==> src/rtl/uart_rx.sv <==
// UART receiver: 2-flop synchronizer, oversampled bit recovery, optional parity,
// one stop bit. Good words are presented on a one-cycle DATA_VALID strobe; parity
// and stop-bit failures are reported as one-cycle PAR_ERR / STP_ERR pulses.
//
// Build option: define UART_RX_MAJORITY_VOTE_EN to take each bit as the majority
// of three samples around the bit centre (decisions move one cycle later).
module uart_rx #(
    parameter int unsigned WIDTH = 8
) (
    input  logic             CLK,
    input  logic             RST,
    input  logic             RX_IN,
    input  logic [5:0]       PRESCALE,
    input  logic             PAR_EN,
    input  logic             PAR_TYP,
    output logic [WIDTH-1:0] P_DATA,
    output logic             DATA_VALID,
    output logic             PAR_ERR,
    output logic             STP_ERR
);

    localparam int unsigned BitCntW = $clog2(WIDTH + 1);

    typedef enum logic [2:0] {
        StIdle,
        StStart,
        StData,
        StParity,
        StStop
    } state_e;

    // Synchronizer and line-history registers
    logic       rx_meta_q;
    logic       rx_s_q;
    logic [1:0] sync_vld_q;
    logic       armed_q;

    // FSM, counters and frame datapath
    state_e             state_q, state_d;
    logic [5:0]         edge_cnt_q, edge_cnt_d;
    logic [BitCntW-1:0] bit_cnt_q, bit_cnt_d;
    logic [5:0]         prescale_q, prescale_d;
    logic               par_en_q, par_en_d;
    logic               par_typ_q, par_typ_d;
    logic [WIDTH-1:0]   shift_q, shift_d;
    logic               par_bad_q, par_bad_d;

    // Registered outputs
    logic [WIDTH-1:0] p_data_q, p_data_d;
    logic             data_valid_q, data_valid_d;
    logic             par_err_q, par_err_d;
    logic             stp_err_q, stp_err_d;

    logic sample_pt;
    logic bit_end;
    logic bit_val;

`ifdef UART_RX_MAJORITY_VOTE_EN
    // rx_hist_q[0] holds phase P/2, rx_hist_q[1] phase P/2-1 when the vote is taken
    logic [1:0] rx_hist_q;

    // Two-deep history of the synchronized line for the majority vote
    always_ff @(posedge CLK) begin
        if (RST) begin
            rx_hist_q <= 2'b11;
        end else begin
            rx_hist_q <= {rx_hist_q[0], rx_s_q};
        end
    end

    assign sample_pt = (edge_cnt_q == ({1'b0, prescale_q[5:1]} + 6'd1));
    assign bit_val   = (rx_hist_q[1] & rx_hist_q[0]) | (rx_hist_q[1] & rx_s_q) |
                       (rx_hist_q[0] & rx_s_q);
`else
    assign sample_pt = (edge_cnt_q == {1'b0, prescale_q[5:1]});
    assign bit_val   = rx_s_q;
`endif

    assign bit_end = (edge_cnt_q == (prescale_q - 6'd1));

    // Synchronize RX_IN and arm start detection once a real idle-high level is seen
    always_ff @(posedge CLK) begin
        if (RST) begin
            rx_meta_q  <= 1'b1;
            rx_s_q     <= 1'b1;
            sync_vld_q <= 2'b00;
            armed_q    <= 1'b0;
        end else begin
            rx_meta_q  <= RX_IN;
            rx_s_q     <= rx_meta_q;
            sync_vld_q <= {sync_vld_q[0], 1'b1};
            // The reset value of the synchronizer is not a line sample, so it
            // must not arm the receiver.
            armed_q    <= armed_q | (rx_s_q & sync_vld_q[1]);
        end
    end

    // State, datapath and output registers
    always_ff @(posedge CLK) begin
        if (RST) begin
            state_q      <= StIdle;
            edge_cnt_q   <= '0;
            bit_cnt_q    <= '0;
            prescale_q   <= '0;
            par_en_q     <= 1'b0;
            par_typ_q    <= 1'b0;
            shift_q      <= '0;
            par_bad_q    <= 1'b0;
            p_data_q     <= '0;
            data_valid_q <= 1'b0;
            par_err_q    <= 1'b0;
            stp_err_q    <= 1'b0;
        end else begin
            state_q      <= state_d;
            edge_cnt_q   <= edge_cnt_d;
            bit_cnt_q    <= bit_cnt_d;
            prescale_q   <= prescale_d;
            par_en_q     <= par_en_d;
            par_typ_q    <= par_typ_d;
            shift_q      <= shift_d;
            par_bad_q    <= par_bad_d;
            p_data_q     <= p_data_d;
            data_valid_q <= data_valid_d;
            par_err_q    <= par_err_d;
            stp_err_q    <= stp_err_d;
        end
    end

    // Next-state logic: frame sequencing, bit sampling and result pulses
    always_comb begin
        state_d      = state_q;
        edge_cnt_d   = bit_end ? 6'd0 : edge_cnt_q + 6'd1;
        bit_cnt_d    = bit_cnt_q;
        prescale_d   = prescale_q;
        par_en_d     = par_en_q;
        par_typ_d    = par_typ_q;
        shift_d      = shift_q;
        par_bad_d    = par_bad_q;
        p_data_d     = p_data_q;
        data_valid_d = 1'b0;
        par_err_d    = 1'b0;
        stp_err_d    = 1'b0;

        unique case (state_q)
            StIdle: begin
                edge_cnt_d = 6'd0;
                if (!rx_s_q && armed_q) begin
                    // This cycle is phase 0 of the start bit.
                    state_d    = StStart;
                    edge_cnt_d = 6'd1;
                    bit_cnt_d  = '0;
                    par_bad_d  = 1'b0;
                    prescale_d = PRESCALE;
                    par_en_d   = PAR_EN;
                    par_typ_d  = PAR_TYP;
                end
            end
            StStart: begin
                if (sample_pt && bit_val) begin
                    state_d    = StIdle;
                    edge_cnt_d = 6'd0;
                end else if (bit_end) begin
                    state_d = StData;
                end
            end
            StData: begin
                if (sample_pt) begin
                    shift_d   = {bit_val, shift_q[WIDTH-1:1]};
                    bit_cnt_d = bit_cnt_q + BitCntW'(1);
                end
                if (bit_end && (bit_cnt_q == BitCntW'(WIDTH))) begin
                    state_d = par_en_q ? StParity : StStop;
                end
            end
            StParity: begin
                if (sample_pt && (bit_val != ((^shift_q) ^ par_typ_q))) begin
                    par_bad_d = 1'b1;
                end
                if (bit_end) begin
                    state_d = StStop;
                end
            end
            StStop: begin
                if (sample_pt) begin
                    // Leave immediately so a start edge later in this bit is caught.
                    state_d    = StIdle;
                    edge_cnt_d = 6'd0;
                    if (!par_bad_q && bit_val) begin
                        p_data_d     = shift_q;
                        data_valid_d = 1'b1;
                    end else begin
                        par_err_d = par_bad_q;
                        stp_err_d = !bit_val;
                    end
                end
            end
            default: begin
                state_d = StIdle;
            end
        endcase
    end

    assign P_DATA     = p_data_q;
    assign DATA_VALID = data_valid_q;
    assign PAR_ERR    = par_err_q;
    assign STP_ERR    = stp_err_q;

endmodule

==> config.mk <==
export PLATFORM = sky130hd
export DESIGN_NAME = uart_rx
export DESIGN_NICKNAME = d
export VERILOG_FILES = /design/src/rtl/uart_rx.sv
export SDC_FILE = /design/constraint.sdc
export NUM_CORES = 1
export LEC_CHECK = 0
export BUFFER_PORTS_ARGS = -buffer_cell sky130_fd_sc_hd__buf_2
export CAP_MARGIN = 30
export CORE_MARGIN = 5
export CORE_UTILIZATION = 42
export CTS_BUF_LIST = sky130_fd_sc_hd__clkbuf_8
export DETAILED_ROUTE_END_ITERATION = 8
export GPL_TIMING_DRIVEN = 0
export PLACE_DENSITY = 0.71
export SYNTH_ARGS = -nofsm -noshare
export SYNTH_HDL_FRONTEND = slang
export SYNTH_SLANG_ARGS = --single-unit
==> constraint.sdc <==
create_clock -name CLK -period 1.8 [get_ports CLK]
set_clock_uncertainty 0.05 [all_clocks]
set_input_delay 0.09 -clock CLK [delete_from_list [all_inputs] [get_ports CLK]]
set_output_delay 0.09 -clock CLK [all_outputs]
set_load 0.01 [all_outputs]
* Yosys cells after proc, flatten, opt, wreduce, memory -nomap -nowiden
Cells that the tools add are included.
Word-level totals: bits in registers 46, word-level logic and storage cells 80
Cells by class: muxes and demuxes 21, eq/ne operators 15, reduce and logical (&&, ||, !) cells 19, $add $sub $neg 3, bitwise gates (word level) 5
Operators with widths (number):
- two-way mux 3 bit | 7
- two-way mux 6 bit | 3
- one-hot mux 6 bit (3 select lines) | 1
- one-hot mux 3 bit (5 select lines) | 1
- inequality test 2 bit, second input constant | 6
- AND reduction 3 bit | 3
- two-way mux 4 bit | 2
- one-hot mux 4 bit (2 select lines) | 1
- XOR reduction 8 bit | 1
- adder 6 x 1 -> 6 bit, second input constant | 1
- == test 3 x 2 -> 1 bit, second input constant | 2
- == test 6 x 5 -> 1 bit | 1
- == test 6 bit | 1
- subtractor 6 x 1 -> 6 bit, second input constant | 1
- logical AND 1 bit | 5
- two-way mux 1 bit | 5
- AND reduction 5 bit | 1
- adder 4 x 1 -> 4 bit, second input constant | 1
- == test 4 bit, second input constant | 1
- AND reduction 2 bit | 2
- nonzero test 2 bit | 2
- OR reduction 4 bit | 1
- == test 3 x 1 -> 1 bit, second input constant | 1
- == test 3 bit, second input constant | 1
- 10 further kinds | 12

* Longest topological paths before layout
depth after elaboration 6, mapped depth 7

* Worst setup path before layout
OpenSTA, ideal clock, no wires.
kind register to register, start point reg prescale_q[0], end point reg state_q[1], path buffers 0, cell stages (with the launch flop) 8, period minus slack after synthesis 1.816 ns, setup time 0.115 ns, data arrival time 1.651 ns, slack -0.016 ns, cells stage by stage dfxtp_1 -> inv_1 -> ha_1 -> xor2_1 -> o211ai_1 -> a211o_1 -> o31a_1 -> o21a_1
Between the ends: longest elaborated chain between the ends 5, elaborated cells between the ends (all ways) 7, those cells by class 1 x add/sub; 4 x eq/ne; 2 x reduce/logical
Ends and longest elaborated chain:
- from (decl) | RTL line 42 | logic [5:0] prescale_q, prescale_d;
- from (signal assigned) | RTL line 117 | prescale_q <= prescale_d;
- subtractor 6 x 1 -> 6 bit * | RTL line 79 | assign bit_end = (edge_cnt_q == (prescale_q - 6'd1));
- == test 6 bit * | RTL line 79
- logical AND 1 bit | RTL line 171 | if (bit_end && (bit_cnt_q == BitCntW'(WIDTH))) begin
- inequality test 2 bit (no source line)
- AND reduction 5 bit (no source line) *
- to (signal assigned) | RTL line 101 | state_q <= StIdle;
- to (signal assigned) | RTL line 114 | state_q <= state_d;
- to (decl) | RTL line 39 | state_e state_q, state_d;
Every way passes the cells marked *; elsewhere a longest branch is shown, timed or not. A chain may end at the register's enable or synchronous reset.

* Final worst setup path
start point reg prescale_q[1], end point reg state_q[2]
Between the ends: longest elaborated chain between the ends 5, elaborated cells between the ends (all ways) 12, those cells by class 1 x add/sub; 6 x eq/ne; 2 x mux; 3 x reduce/logical
Ends and longest elaborated chain (RTL line):
- subtractor 6 x 1 -> 6 bit | 79
- == test 6 bit | 79
- logical AND 1 bit | 171
- inequality test 2 bit (no source line)
- AND reduction 5 bit (no source line)
Parallel ways exist; a longest one is shown, timed or not.

==> metrics.txt <==
DP Wirelength=3140 um; Syn Area/Cell=8.85 sq um; Leak=1.03 nW; multi-input logic area=1270 sq um; Setup TNS Final=-0.864 ns; vias in the first global route=1692; Min Clock Period, post-route=1.94 ns; CP Data Arrival Time=2.13 ns; Most used DFF post-synth=dfxtp_1; Root Driver=clkbuf_8; drt total wl=4730 um; area grow syn2layout=28.9%; final setup margin=-0.136 ns; ys async rst share=0%; Fin. Hold Viols=0; Worst-path clk slew=0.09 ns; Synth Area in XOR/XNOR=11.0%; Seq/Total Area, Yosys=42.8%; FP Rows=26; Critical Path Max Stage Delay=0.39 ns; pwr/cell area=688 nW/um^2; Max H-tree Level=2; Buf/Inv on CP=1; Post-Syn Area=2150 sq um; area share of the largest cell type after synthesis=42.8%; I/O pin count=22; Sink Count=46; Overall Global Routing Usage=14.7%; DRC errors left=0; final global-route overflow total=0; Layout Utilization=55.0%; fmax=517 MHz; Slew HR=64.7%; Ant. Diodes=0; # fillers=461; fin crit share=108%; HP Start=RST; Max-Cap Viols=0; Post-synth EDFFs=0; hold slack=0.138 ns; Cell Area, Placed=2340 sq um; initial antenna violation count=0; status=complete, but fails checks; Worst Hold Class=in2reg; Critical path origin=prescale_q[1]; violated checks=setup timing; Max Root-Sink Buffers=2; # setup viols final=12; GP Congestion=0.860; post-DR wirelength/cell=13.3 um; Worst Max-Slew Pin Slew=0.530 ns; vias per cell=5.11; Worst Path Class, Setup=reg2reg; post-synthesis mux area share=3.72%; initial core utilization=42.7%; via count=1818; count of buffers from port buffering=20; CTS tree=yes; FF/Latch Area=933 sq um; fraction of layout cells with a size suffix above 1=27.3%; Setup WS pre-CTS=-0.254 ns; Yosys cell types=43; largest net degree at the start of global routing=15; synth warn=0; area leader, netlist=dfxtp_1; Top Family by Delay on Critical Path=compound AO/OA/AOI/OAI gates; critical path's slowest cell=dfxtp_4; CORE AREA=5040 sq um; final instance area=2770 sq um; Synth Area in Adders=2.33%; reg-to-reg startpoint=prescale_q[1]; post-route ant nets=0; Critical Path Start Type=flop; drt first pass iters=5; die width=81.6 um; CTS buffer count=5; RSZ-0062 raised after global routing=true; Synth area leaders=dfxtp_1 (43%), xnor2_1 (6.1%), a21oi_1 (4.9%); Post-Synth Simple-Gate Area=24.3%; Synth Area in Compound Gates=11.4%; WP data required=2.00 ns; Final #Nets=300; largest family of logic cells by synthesized area=simple AND/OR/NAND/NOR gates; syn_nets=258; critical path, cell by cell=inv_4, ha_4, xor2_1, o211ai_1, a211o_1, o32ai_2, o211a_1; crit-path max FO=4; chip height=81.6 um; die area=6650 sq um; Slew Viols, Final=0; crit end category=flop; first-pass GRT wire length=7720 um; Cells after Synth=243; Synth Register Bits=46; Clk Latency, worst-skew pair=0.31 ns; DRT iter0 DRCs=176; peak supply drop=0.000468 V
cell type report:
cell class                      count  area share, %
Multi-Input combinational cell    174           45.8
Sequential cell                    46           33.7
Timing Repair Buffer               37           9.43
Tap cell                           70           3.16
Buffer                             12           2.66
Clock buffer                        5           2.48
Clock inverter                      3           1.49
Inverter                            9           1.31
cell families (layout without fill, tap and decap cells):
kind of cell | after synthesis | after routing
AND/OR/NAND/NOR | 98 | 98
flip-flops | 46 | 46
AO/OA/AOI/OAI | 37 | 37
XOR/XNOR | 27 | 27
buffers and inverters | 23 | 66
multiplexers | 8 | 8
adder cells (fa/ha/maj) | 4 | 4
cell usage after synthesis, types with 2 or more instances:
cell type and count:
dfxtp_1 46, ha_1 4, nor2_1 18, nand3_1 18, nand2b_1 4, or3_4 2, clkbuf_1 9, o32ai_1 3
a21oi_1 21, buf_2 4, inv_1 9, nand2_1 28, xnor2_1 15, nor3b_1 4, mux2i_1 8, or2_2 2
nor3_1 8, o211ai_1 2, xor2_1 12, and3_1 2, o31a_1 2
path summary, 6_finish.rpt:
path / slack (ns) / cells past startpoint / end
worst min register to register: 0.37 / 1 / bit_val
worst max register to register: -0.14 / 7 / state_q[2]
worst max-delay path: -0.14 / 7 / state_q[2]
worst min-delay path: 0.14 / 2 / sync_vld_q[1]
metal layers:
metal | routed length, um | global-route usage, %
met5 | 0 | 0
met3 | 217 | 2.63
met2 | 2290 | 24.7
met1 | 2140 | 18.6
met4 | 85 | 6.08
where the power goes:
part | total (W) | switching, W | internal [W]
clock network | 0.000763 | 0.000354 | 0.000409
registers | 0.00103 | 0.00000629 | 0.00102
logic | 0.000115 | 0.0000596 | 0.0000553
through the flow:
| step | total power (W) | std cells |
|---|---|---|
| after floorplan | 0.00111 | 243 |
| after global placement | 0.00113 | 333 |
| final | 0.00191 | 356 |
| after detailed placement | 0.00114 | 333 |
| after CTS | 0.00190 | 355 |
| after global routing | 0.00198 | 356 |
registers in the layout (all words and copies together) (netlist names), 2 cells and up:
name        flops
sync_vld_q      2
prescale_q      6
shift_q         8
bit_cnt_q       4
state_q         3
edge_cnt_q      6
P_DATA          8
cell usage in the layout, fill, tap and decap left out, drive strengths merged, types with 9 or more instances in the layout:
master       netlist  layout
clkbuf             9      11
nand2             28      28
inv                9      10
xor2              12      12
dlygate4sd3        0       9
xnor2             15      15
nor2              19      19
buf                5      34
nand3             18      18
a21oi             21      21
dfxtp             46      46
repair_timing:
item,4_1_cts,5_1_grt
buffers inserted,6,2
cloned,0,0
setup endpoints to repair,32,33
hold buffers,9,0
pin swaps,6,3
gates resized for setup,17,32
hold endpoints to repair,9,0
Power figures use the tool's default switching activity.
